`src/rtl/pipelined_addsub_if.sv`:
```
// pipelined_addsub_if: operand/result stream bundle for the pipelined adder/subtractor
interface pipelined_addsub_if #(
    parameter int WIDTH = 8
);
    logic             in_valid;
    logic             in_ready;
    logic [WIDTH-1:0] a;
    logic [WIDTH-1:0] b;
    logic             sub;
    logic             out_valid;
    logic             out_ready;
    logic [WIDTH-1:0] sum;
    logic             carry_out;
    logic             overflow;

    modport master (
        output in_valid, a, b, sub, out_ready,
        input  in_ready, out_valid, sum, carry_out, overflow
    );

    modport slave (
        input  in_valid, a, b, sub, out_ready,
        output in_ready, out_valid, sum, carry_out, overflow
    );
endinterface

```
`src/rtl/pipelined_addsub.sv`:
```
// pipelined_addsub: sliced, carry-pipelined two's-complement add/sub with valid/ready stream
module pipelined_addsub #(
    parameter int WIDTH  = 8,
    parameter int STAGES = 2
) (
    input logic               clk,
    input logic               rst,
    pipelined_addsub_if.slave io
);
    localparam int CH = WIDTH / STAGES;
    localparam int XL = WIDTH + CH;

    logic en;
    logic ovf_d;
    logic ovf_q;

    assign en          = !(io.out_valid && !io.out_ready);
    assign io.in_ready = en;

    genvar k;
    for (k = 0; k < STAGES; k++) begin : g_stage
        // Stage input word: {B' bits [WIDTH-1:LO], A/sum word}; bits below LO of the A/sum word already hold sum
        localparam int LO = k * CH;
        localparam int XW = 2 * WIDTH - LO;
        localparam int RW = XW - CH;
        logic [XW-1:0] x;
        logic          ci;
        logic          vi;
        logic          co;
        logic [CH-1:0] s;
        logic [RW-1:0] acc_d;
        logic [RW-1:0] acc_q;
        logic          carry_d;
        logic          carry_q;
        logic          valid_d;
        logic          valid_q;
        if (k == 0) begin : g_src
            assign x  = {io.b ^ {WIDTH{io.sub}}, io.a};
            assign ci = io.sub;
            assign vi = io.in_valid;
        end else begin : g_src
            assign x  = g_stage[k-1].acc_q;
            assign ci = g_stage[k-1].carry_q;
            assign vi = g_stage[k-1].valid_q;
        end
        // Add this slice, splice it into the A/sum word and drop the consumed B' slice
        always_comb begin
            {co, s}         = {1'b0, x[LO +: CH]} + {1'b0, x[WIDTH +: CH]} + {{CH{1'b0}}, ci};
            acc_d           = RW'({x[XW-1:WIDTH] >> CH, x[WIDTH-1:0]});
            acc_d[LO +: CH] = s;
            carry_d         = co;
            valid_d         = vi;
        end
        // Stage registers clear on reset and hold while the output is stalled
        always_ff @(posedge clk or posedge rst) begin
            if (rst) begin
                acc_q   <= '0;
                carry_q <= 1'b0;
                valid_q <= 1'b0;
            end else if (en) begin
                acc_q   <= acc_d;
                carry_q <= carry_d;
                valid_q <= valid_d;
            end
        end
    end

    // Signed overflow: A and B' agree in sign but the result sign differs from A
    always_comb begin
        ovf_d = (g_stage[STAGES-1].x[WIDTH-1] == g_stage[STAGES-1].x[XL-1]) &&
                (g_stage[STAGES-1].s[CH-1] != g_stage[STAGES-1].x[WIDTH-1]);
    end

    // Overflow flag registered alongside the final stage
    always_ff @(posedge clk or posedge rst) begin
        if (rst) begin
            ovf_q <= 1'b0;
        end else if (en) begin
            ovf_q <= ovf_d;
        end
    end

    assign io.out_valid = g_stage[STAGES-1].valid_q;
    assign io.sum       = g_stage[STAGES-1].acc_q;
    assign io.carry_out = g_stage[STAGES-1].carry_q;
    assign io.overflow  = ovf_q;
endmodule

```
`src/flat_wrapper.sv`:
```
// flat-port wrapper written by rule: the top's interface ports become plain ports
module pipelined_addsub_flat 
#(
    parameter int WIDTH  = 8,
    parameter int STAGES = 2
)
  (clk, rst, io_in_valid, io_a, io_b, io_sub, io_out_ready, io_in_ready, io_out_valid, io_sum, io_carry_out, io_overflow);
  pipelined_addsub_if #(.WIDTH(WIDTH)) io_i ();
  input logic clk;
  input logic rst;
  input wire logic [$bits(io_i.in_valid)-1:0] io_in_valid;
  input wire logic [$bits(io_i.a)-1:0] io_a;
  input wire logic [$bits(io_i.b)-1:0] io_b;
  input wire logic [$bits(io_i.sub)-1:0] io_sub;
  input wire logic [$bits(io_i.out_ready)-1:0] io_out_ready;
  output wire logic [$bits(io_i.in_ready)-1:0] io_in_ready;
  output wire logic [$bits(io_i.out_valid)-1:0] io_out_valid;
  output wire logic [$bits(io_i.sum)-1:0] io_sum;
  output wire logic [$bits(io_i.carry_out)-1:0] io_carry_out;
  output wire logic [$bits(io_i.overflow)-1:0] io_overflow;
  assign io_i.in_valid = io_in_valid;
  assign io_i.a = io_a;
  assign io_i.b = io_b;
  assign io_i.sub = io_sub;
  assign io_i.out_ready = io_out_ready;
  assign io_in_ready = io_i.in_ready;
  assign io_out_valid = io_i.out_valid;
  assign io_sum = io_i.sum;
  assign io_carry_out = io_i.carry_out;
  assign io_overflow = io_i.overflow;
  pipelined_addsub #(.WIDTH(WIDTH), .STAGES(STAGES)) u_core (.clk(clk), .rst(rst), .io(io_i));
endmodule
```
`config.mk`:
```
export PLATFORM = sky130hd
export DESIGN_NAME = pipelined_addsub_flat
export DESIGN_NICKNAME = d
export VERILOG_FILES = /design/src/rtl/pipelined_addsub_if.sv /design/src/rtl/pipelined_addsub.sv /design/src/flat_wrapper.sv
export SDC_FILE = /design/constraint.sdc
export NUM_CORES = 1
export LEC_CHECK = 0
export BUFFER_PORTS_ARGS = -buffer_cell sky130_fd_sc_hd__buf_4
export CORE_MARGIN = 2
export CORE_UTILIZATION = 40
export CTS_BUF_LIST = sky130_fd_sc_hd__clkbuf_4 sky130_fd_sc_hd__clkbuf_8
export CTS_CLUSTER_DIAMETER = 100
export DETAILED_ROUTE_END_ITERATION = 7
export GPL_TIMING_DRIVEN = 1
export PLACE_DENSITY = 0.62
export SLEW_MARGIN = 40
export SYNTH_ARGS = -nofsm -noshare
export SYNTH_HDL_FRONTEND = slang
export SYNTH_SLANG_ARGS = --single-unit
```
`constraint.sdc`:
```
create_clock -name clk -period 3 [get_ports clk]
set_input_delay 0.6 -clock clk [delete_from_list [all_inputs] [get_ports clk]]
set_output_delay 0.6 -clock clk [all_outputs]
set_load 0.01 [all_outputs]
```
==> After elaboration in Yosys (flattened, before gate mapping) <==
Cells that the tools add are included.
{ "op_classes": {"eq_ne": 2, "muxes": 0, "order_cmp": 0, "reduce_logical": 4, "mul": 0, "n_addsub": 4, "div": 0, "bitwise": 1, "n_shift": 0} }
{ "ops": {"columns": ["cell", "count"], "rows": [
  ["$add 4x4->5", 2],
  ["$add 5x1->5", 2],
  ["$xor 8x8->8", 1],
  ["$logic_and 1x1->1", 2],
  ["$logic_not 1->1", 2],
  ["$eq 1x1->1", 1],
  ["$ne 1x1->1", 1]
]} }
{ "totals": {"in_bits": 21, "output_inout_bits": 12, "rom_bits": 0, "latchBits": 0, "register_bits": 25, "mem_bits_rw": 0, "mem_count": 0} }

==> Depth between registers and ports, before layout <==
Gate-level depths: netlist of the first run.
{ "depth": {"ltp_word": 4, "ltp_mapped": 6} }

==> Least setup slack after synthesis of the first run <==
OpenSTA, ideal clock, no wires.
{ "synth_timing": {"path_type": "input-to-reg", "from": "in io_sub", "to": "reg u_core.g_stage[0].acc_q[3]", "n_path_buf": 1, "setup_time_ns": 0.120, "required_ns": 2.880, "stages": 6, "slack_ns": 1.003, "t_arrival_ns": 1.878, "cell_sequence": "buf_6 > xor2_1 > ha_1 > and2_1 > a2111o_1 > and3_1"} }
{ "synth_between": {"elab_chain_len": 3} }
{ "synth_rtl": {"columns": ["element", "line_no", "text"], "rows": [
  ["from (decl)", "flat_wrapper.sv:14", "input wire logic [$bits(io_i.sub)-1:0] io_sub;"],
  ["$xor 8x8->8", "pipelined_addsub.sv:38", "assign x = {io.b ^ {WIDTH{io.sub}}, io.a};"],
  ["$add 4x4->5", "pipelined_addsub.sv:48", "{co, s} = {1'b0, x[LO +: CH]} + {1'b0, x[WIDTH +: CH]} + {{CH{1'b0}}, ci};"],
  ["$add 5x1->5 *", "pipelined_addsub.sv:48", null],
  ["to (signal assigned)", "pipelined_addsub.sv:57", "acc_q <= '0;"],
  ["to (signal assigned)", "pipelined_addsub.sv:61", "acc_q <= acc_d;"],
  ["to (decl)", "pipelined_addsub.sv:32", "logic [RW-1:0] acc_q;"]
]} }
Mark *: on every way between the ends. The rest lies on a longest branch, timed or not.
A chain may end at the register's enable or synchronous reset.

==> Final worst setup path of the first run <==
{ "layout_timing": {"from": "reg u_core.g_stage[1].valid_q (netlist: u_core.io.out_valid)", "to": "out io_in_ready"} }
{ "layout_between": {"elab_chain_len": 2} }
{ "layout_rtl": {"columns": ["element", "line_no", "text"], "rows": [
  ["from (decl)", "pipelined_addsub.sv:36", "logic valid_q;"],
  ["from (signal assigned)", "pipelined_addsub.sv:63", "valid_q <= valid_d;"],
  ["$logic_and 1x1->1", "pipelined_addsub.sv:17", "assign en = !(io.out_valid && !io.out_ready);"],
  ["$logic_not 1->1", "pipelined_addsub.sv:17", null],
  ["to (decl)", "flat_wrapper.sv:16", "output wire logic [$bits(io_i.in_ready)-1:0] io_in_ready;"]
]} }
Every way passes these cells.

==> results of run 1 <==
worst max-delay path, delay by kind of cell, from the launching register on:
family / cells / cell delay (ps)
buffers and inverters: 2 / 750
DFF: 1 / 430
and+or+nand+nor: 1 / 150
power by group through the flow:
stage | Sequential [mW] | Clock, mW | Combinational, mW
2_1_floorplan | 0.495 | 0 | 0.185
3_3_place_gp | 0.475 | 0 | 0.343
3_5_place_dp | 0.478 | 0 | 0.348
4_1_cts | 0.472 | 0.162 | 0.349
5_1_grt | 0.482 | 0.176 | 0.392
6_report | 0.471 | 0.154 | 0.345
cell type report:
class / count / area, um^2 / area share
Inverter: 6 / 22.5 / 0.0142
Multi-Input combinational cell: 97 / 606 / 0.382
Timing Repair Buffer: 33 / 248 / 0.156
Tap cell: 44 / 55.1 / 0.0347
Clock buffer: 3 / 22.5 / 0.0142
Clock inverter: 1 / 7.51 / 0.00473
Sequential cell: 25 / 626 / 0.394
through the flow:
| stage | total power, mW | setup WS, ps | instance area (um^2) | hold slack, ps | instances |
|---|---|---|---|---|---|
| CTS | 0.984 | 727 | 1590 | 303 | 209 |
| detailed placement | 0.826 | 901 | 1560 | 447 | 205 |
| global route | 1.05 | 618 | 1590 | 329 | 209 |
| finish | 0.970 | 742 | 1590 | 300 | 209 |
| global placement | 0.818 | 927 | 1560 | 441 | 205 |
| floorplan | 0.680 | 1000 | 1290 | 430 | 134 |
layer usage:
layer / GRT usage / part of all wire / vias to the layer above
li1: - / - / 504
met1: 0.231 / 0.50 / 453
met2: 0.223 / 0.44 / 28
met3: 0.0384 / 0.045 / 2
met4: 0.0466 / 0.011 / 0
met5: 0 / 0 / -
flip-flops by register name, indices dropped and copies added, names as in the netlist:
name	flops
u_core.g_stage.acc_q	12
u_core.io.sum	8
u_core.g_stage.carry_q	1
u_core.g_stage.valid_q	1
u_core.io.carry_out	1
u_core.io.out_valid	1
u_core.io.overflow	1
synth_stat cells:
master,n,area share
a2111o_1,1,0.0087
a211oi_1,2,0.012
a21boi_0,2,0.012
a21o_1,3,0.017
a21oi_1,5,0.019
a31oi_1,1,0.0049
and2_1,1,0.0049
and3_1,1,0.0049
buf_1,1,0.0029
buf_2,3,0.012
buf_6,1,0.0087
clkbuf_1,1,0.0029
dfrtp_1,25,0.49
fa_1,3,0.047
ha_1,6,0.058
inv_1,6,0.017
mux2_4,1,0.012
nand2_1,40,0.12
nand2b_1,1,0.0049
nand3_1,1,0.0039
nand4_1,1,0.0049
nor2_1,4,0.012
nor2b_1,2,0.0097
nor3b_1,1,0.0058
o21ai_0,10,0.039
o31ai_1,1,0.0058
o41ai_1,1,0.0068
xnor2_1,5,0.034
xor2_1,4,0.027
kinds of logic (layout without fill, tap and decap cells):
group | Yosys count | count (layout) | synth area share
AO/OA/AOI/OAI | 26 | 26 | 0.125
XOR/XNOR | 9 | 9 | 0.0612
adder cells (fa/ha/maj) | 9 | 9 | 0.105
buffers and inverters | 12 | 43 | 0.0437
flip-flops | 25 | 25 | 0.486
multiplexers | 1 | 1 | 0.0117
AND/OR/NAND/NOR | 52 | 52 | 0.167
path summary, 6_finish.rpt:
kind / startpoint / to / slack, ps
min: rst / u_core.io.out_valid / 300
min in group clk: io_in_valid / u_core.g_stage[0].valid_q / 460
max reg2reg: u_core.g_stage[0].carry_q / u_core.io.sum[5] / 1420
min reg2reg: u_core.g_stage[0].valid_q / u_core.g_stage[0].valid_q / 480
max in group asynchronous: rst / u_core.io.overflow / 2340
max: u_core.io.out_valid / io_in_ready / 740
==> results.json, run 1 <==
{
  "start_util": 0.422,
  "required_ps": 2400,
  "via_per_inst": 4.72,
  "coreArea_um2": 3050,
  "clockBufferDepth": 2,
  "numCtsBuffers": 3,
  "final_layout_size_suffix_gt1_frac": 0.236,
  "post_cts_buffers": 0,
  "cts_sinks": 25,
  "die_area_um2": 3690,
  "antenna_found_initial": 0,
  "hpwl_um": 1800,
  "r2r_cells": 4,
  "ys_seq_elements": 25,
  "vias": 987,
  "grt_max_degree": 28,
  "drt_iter0_markers": 46,
  "tightest_slew_ps": 695,
  "period_needed_ps": 2260,
  "ys_seq_area_frac": 0.486,
  "slew_headroom": 0.536,
  "finalSetupTns_ps": 0,
  "die_x_um": 60.7,
  "utilization": 0.520,
  "crit_arrival_ps": 1660,
  "ant_nets": 0,
  "finClkSkew_ps": 4.52,
  "grt_overflow": 0,
  "ir_drop_v": 0.000235,
  "track_usage": 0.155,
  "grt_pass1_vias": 904,
  "cpPeakStageDelay_ps": 510,
  "fp-row-count": 20,
  "period_share": 0.753,
  "nNetsFinal": 196,
  "power_density_nw_per_um2": 611,
  "grt_pass1_wl_um": 4140,
  "clkLatencyLatePin_ps": 320,
  "holdCritPathClass": "in2async",
  "final_cell_mix": "nand2_1, buf_4, dfrtp_1",
  "hold_buffers": 0,
  "status": "complete, no violations",
  "synth.distinct_cells": 29,
  "pwr-share-comb": 0.356,
  "syn_to_final_growth_pct": 23.2,
  "synthesis.nets": 164,
  "ios": 33,
  "hold_viol_final": 0,
  "diodes": 0,
  "setup_viol": 0,
  "clk_pin_slew_ps": 140,
  "clkPwrFrac": 0.159,
  "slowest_stage": "inv_1",
  "ys_warn_count": 0,
  "fmax_mhz": 443,
  "worstSetupStartpointType": "register",
  "wl_per_cell_um": 11.8,
  "worstPathCellList": "nor2b_1 -> inv_1 -> buf_4",
  "cp_max_fo": 24,
  "htreeDepth": 1,
  "gp_congestion": 0.766,
  "synthCells": 134,
  "p_seq_frac": 0.485,
  "io_buffers": 32,
  "cts_root_buf": "clkbuf_4",
  "switchingPower_uw": 325,
  "p_sw_frac": 0.335,
  "intPower_uw": 645,
  "final_common_cell": "nand2_1",
  "drcViolationCount": 0,
  "cts_resized": 0,
  "crit_type": "reg2out",
  "avgSynthCellArea_um2": 9.61,
  "finalWirelength_um": 2470,
  "syn_area_um2": 1290,
  "maxSlewViolCount": 0,
  "die_h_um": 60.7,
  "p_leak_nw": 0.789,
  "endpoint_kind": "primary output",
  "n_fill_cell": 318,
  "cts_tree": "yes",
  "max_cap_violations": 0,
  "first_pass_iters": 4,
  "rsz0062_at_grt": "no"
}
No activity file was read; power rests on OpenSTA's default activity.
==> inputs of run 2 (changes only) <==
==> constraint.sdc (replaced) <==
create_clock -name clk -period 2.1 [get_ports clk]
set_input_delay 0.42 -clock clk [delete_from_list [all_inputs] [get_ports clk]]
set_output_delay 0.42 -clock clk [all_outputs]
set_load 0.01 [all_outputs]
==> results.json, run 2 (same netlist as run 1, synthesis figures left out) <==
{
  "finalSetupTns_ps": 0,
  "ant_nets": 0,
  "fmax_mhz": 581,
  "slowest_stage": "dfrtp_1",
  "start_util": 0.422,
  "crit_path_start": "u_core.io.out_valid",
  "cts_sinks": 25,
  "holdWs_ps": 127,
  "holdCritPathClass": "in2async",
  "clkLatencyLatePin_ps": 320,
  "hold_buffers": 0,
  "cp_max_fo": 10,
  "antenna_found_initial": 0,
  "rsz0062_at_grt": "no",
  "io_buffers": 32,
  "fp-row-count": 20,
  "syn_to_final_growth_pct": 24.4,
  "period_share": 0.820,
  "finClkSkew_ps": 9.42,
  "power.total_mw": 1.40,
  "ios": 33,
  "first_pass_iters": 4,
  "drt_iter0_markers": 22,
  "clk_pin_slew_ps": 130,
  "vias": 998,
  "p_leak_nw": 0.804,
  "max_cap_violations": 0,
  "endpoint_kind": "primary output",
  "worstSetupStartpointType": "register",
  "numCtsBuffers": 3,
  "worstPathCellList": "nor2b_1 -> inv_1 -> buf_4",
  "clockBufferDepth": 2,
  "maxSlewViolCount": 0,
  "grt_pass1_vias": 936,
  "die_x_um": 60.7,
  "cts_tree": "yes",
  "wl_per_cell_um": 12.1,
  "largest_reg_flops": 12,
  "r2r-start": "u_core.g_stage[0].carry_q",
  "post_cts_buffers": 0,
  "crit_buf_inv": 2,
  "drcViolationCount": 0,
  "cts_root_buf": "clkbuf_4",
  "diodes": 0,
  "final_layout_size_suffix_gt1_frac": 0.240,
  "ir_drop_v": 0.000305,
  "crit_type": "reg2out",
  "tightest_slew_ps": 304,
  "crit_family": "flip-flops",
  "hpwl_um": 1920,
  "grt_max_degree": 28,
  "grt_pass1_wl_um": 4180,
  "setup_viol": 0,
  "die_h_um": 60.7,
  "required_ps": 1680,
  "n_fill_cell": 316,
  "track_usage": 0.156,
  "slew_headroom": 0.795,
  "htreeDepth": 1,
  "finalWirelength_um": 2550,
  "coreArea_um2": 3050,
  "power_density_nw_per_um2": 874,
  "gp_congestion": 0.785,
  "period_needed_ps": 1720,
  "regMostFlops": "u_core.g_stage.acc_q",
  "status": "complete, no violations",
  "grt_overflow": 0,
  "die_area_um2": 3690,
  "final_common_cell": "nand2_1",
  "via_per_inst": 4.73,
  "cts_resized": 0,
  "nNetsFinal": 198,
  "cpPeakStageDelay_ps": 420,
  "r2r_setup_slack_ps": 550,
  "final_cell_mix": "nand2_1, buf_4, dfrtp_1",
  "crit_arrival_ps": 1300,
  "hold_viol_final": 0
}
-- run 2: changes by cell type in the layout (fill, tap and decap cells not counted), sizes merged --
cell,delta
buf,+2
clkbuf,+1
clkinvlp,-1
-- run 2: per-stage QoR --
stage | setup WS, ps | cell area (um^2) | util | std cells
after CTS | 369 | 1600 | 0.525 | 211
after global placement | 212 | 1570 | 0.515 | 207
after global routing | 318 | 1600 | 0.525 | 211
after floorplan | 283 | 1290 | - | 134
final | 378 | 1600 | 0.525 | 211
after detailed placement | 123 | 1570 | 0.515 | 207
-- run 2: worst register-to-register path: stages, from the launching register on --
cell     delay, ps
dfrtp_1        430
fa_1           460
inv_1           90
fa_1           400
a21oi_1        120
-- run 2: power by group --
group / switching [mW] / leakage [nW] / internal [mW]
sequential: 0.0690 / 0.298 / 0.602
combinational: 0.251 / 0.488 / 0.250
clock: 0.140 / 0.0184 / 0.0873
total: 0.460 / 0.804 / 0.939
-- run 2: per-layer routing --
metal,GRT usage,wire length [um],up-vias
li1,-,-,505
met1,0.221,1290,457
met4,0.0901,70,0
met3,0.0299,116,7
met5,0,0,-
met2,0.223,1070,29
-- run 2: layout make-up --
class | instances | area (um^2) | share of cell area
inverters | 6 | 22.5 | 0.0141
clock buffers | 4 | 30.0 | 0.0187
flip-flops and latches | 25 | 626 | 0.391
well taps | 44 | 55.1 | 0.0344
multi-input cells | 97 | 606 | 0.378
repair buffers | 35 | 263 | 0.164
-- run 2: path summary, 6_finish.rpt --
path                            depth (start not counted)                    endpoint
worst min-delay path                                    3            u_core.io.sum[2]
worst min register to register                          2   u_core.g_stage[0].valid_q
worst max register to register                          4            u_core.io.sum[5]
min in group clk                                        3  u_core.g_stage[0].acc_q[7]
max in group asynchronous                               3  u_core.g_stage[0].acc_q[2]
worst max-delay path                                    3                 io_in_ready
==> inputs of run 3 (changes only) <==
--- a/config.mk
+++ b/config.mk
@@ -12,7 +12,7 @@
 export CTS_CLUSTER_DIAMETER = 100
 export DETAILED_ROUTE_END_ITERATION = 7
 export GPL_TIMING_DRIVEN = 1
-export PLACE_DENSITY = 0.62
+export PLACE_DENSITY = 0.64
 export SLEW_MARGIN = 40
 export SYNTH_ARGS = -nofsm -noshare
 export SYNTH_HDL_FRONTEND = slang
==> constraint.sdc (replaced) <==
create_clock -name clk -period 1.45 [get_ports clk]
set_input_delay 0.29 -clock clk [delete_from_list [all_inputs] [get_ports clk]]
set_output_delay 0.29 -clock clk [all_outputs]
set_load 0.01 [all_outputs]
==> results.json, run 3 (same netlist as run 1, synthesis figures left out) <==
{
  "cp_max_fo": 3,
  "endpoint_kind": "register",
  "period_needed_ps": 1530,
  "crit_arrival_ps": 1780,
  "timing.rr.end": "u_core.io.sum[5]",
  "vias": 1058,
  "start_util": 0.422,
  "crit_top_cell": "fa_2",
  "period_share": 1.05,
  "slowest_stage": "dfrtp_1",
  "regArea_um2": 626,
  "cts_tree": "yes",
  "regMostFlops": "u_core.g_stage.acc_q",
  "first_pass_iters": 4,
  "max_cap_violations": 0,
  "nNetsFinal": 213,
  "multiInputGateArea_um2": 666,
  "worstSetupStartpointType": "register",
  "hpwl_um": 2070,
  "cpPeakStageDelay_ps": 430,
  "final_cells": 226,
  "ir_drop_v": 0.000394,
  "r2r_setup_slack_ps": -80,
  "setup_viol": 4,
  "ios": 33,
  "gp_congestion": 0.844,
  "fmax_mhz": 655,
  "violations": "setup timing",
  "clk_pin_slew_ps": 130,
  "holdCritPathClass": "in2async",
  "rsz0062_at_grt": "yes",
  "final_layout_size_suffix_gt1_frac": 0.390,
  "grt_pass1_vias": 1047,
  "die_x_um": 60.7,
  "cts_root_buf": "clkbuf_4",
  "postLayoutCellArea_um2": 1790,
  "status": "finished, violations left",
  "wl_per_cell_um": 12.0,
  "grt_max_degree": 26,
  "die_area_um2": 3690,
  "via_per_inst": 4.68,
  "ant_nets": 0,
  "clockBufferDepth": 2,
  "hold_buffers": 0,
  "die_h_um": 60.7,
  "track_usage": 0.160,
  "syn_to_final_growth_pct": 38.8,
  "p_leak_nw": 0.897,
  "cts_sinks": 25,
  "io_buffers": 32,
  "crit_type": "reg2reg",
  "finalWirelength_um": 2700,
  "coreArea_um2": 3050,
  "hold_viol_final": 0,
  "antenna_found_initial": 0,
  "r2r-start": "u_core.g_stage[0].acc_q[8]",
  "dp.cells": 220,
  "finalSetupTns_ps": -159,
  "grt_overflow": 0,
  "finClkSkew_ps": 10.3,
  "maxSlewViolCount": 0,
  "drcViolationCount": 0,
  "largest_reg_flops": 12,
  "power.total_mw": 2.20,
  "power_density_nw_per_um2": 1230,
  "setup_ws_ps": -77.8,
  "final_common_cell": "buf_4",
  "dpl_cell_area_um2": 1690,
  "holdWs_ps": 19.9,
  "tightest_slew_ps": 322,
  "r2r_cells": 4,
  "diodes": 0,
  "slew_headroom": 0.786,
  "n_fill_cell": 299,
  "worstPathCellList": "fa_2 -> inv_2 -> fa_2 -> a21oi_2",
  "grt_pass1_wl_um": 4460,
  "drt_iter0_markers": 31,
  "htreeDepth": 1,
  "required_ps": 1700,
  "fp-row-count": 20,
  "final_cell_mix": "buf_4, nand2_1, dfrtp_1",
  "clkLatencyLatePin_ps": 310,
  "numCtsBuffers": 3
}
## run 3: cell types whose count changed in the layout (fill, tap and decap cells not counted), moves of 2 or more
cell,delta
buf_4,+14
fa_1,-3
fa_2,+3
o21ai_0,-3
a211oi_1,-2
a211oi_2,+2
a21oi_1,-2
a21oi_2,+2
inv_1,-2
inv_2,+2
nor2b_1,-2
o21ai_2,+2
## run 3: area by class of cell
cell class / instances / area share
clock buffers: 4 / 0.0168
inverters: 6 / 0.0126
multi-input cells: 97 / 0.373
flip-flops and latches: 25 / 0.350
well taps: 44 / 0.0308
repair buffers: 50 / 0.217
## run 3: metrics by stage
stage | util | setup slack [ps]
3_3_place_gp | 0.555 | -226
3_5_place_dp | 0.555 | -259
6_report | 0.585 | -77.8
2_1_floorplan | - | -210
4_1_cts | 0.573 | -90.0
5_1_grt | 0.585 | -147
## run 3: repair_timing
action	CTS	global route
setup endpoints to repair	6	6
gates resized for setup	12	6
pin swaps	3	4
hold endpoints to repair	0	0
setup buffers	0	2
## run 3: power breakdown
group | total (mW) | leakage, nW | internal (mW) | switching [mW]
Sequential | 0.976 | 0.298 | 0.872 | 0.104
Clock | 0.318 | 0.0184 | 0.126 | 0.192
Combinational | 0.902 | 0.581 | 0.479 | 0.423
## run 3: worst max path at each step
stage	startpoint	to	slack [ps]	cells after the start
final	u_core.g_stage[0].acc_q[8]	u_core.io.sum[5]	-80	4
after global routing	u_core.g_stage[0].carry_q	u_core.io.carry_out	-150	6
after CTS	u_core.g_stage[0].acc_q[8]	u_core.io.sum[5]	-90	4
after detailed placement	io_sub	u_core.g_stage[0].acc_q[3]	-260	6
after global placement	io_sub	u_core.g_stage[0].acc_q[3]	-230	6
after floorplan	io_sub	u_core.g_stage[0].acc_q[3]	-210	6
## run 3: layer usage
metal / routed length [um] / global-route usage / vias up
li1: - / - / 535
met1: 1190 / 0.212 / 499
met2: 1400 / 0.286 / 22
met3: 90 / 0.0128 / 2
met4: 27 / 0.0373 / 0
met5: 0 / 0 / -
## run 3: critical path: cells and delay by family, from the launching register on
kind / cells / cell delay [ps]
adders and majority gates: 2 / 860
DFF: 1 / 430
AOI/OAI and AO/OA: 1 / 120
buffers and inverters: 1 / 70
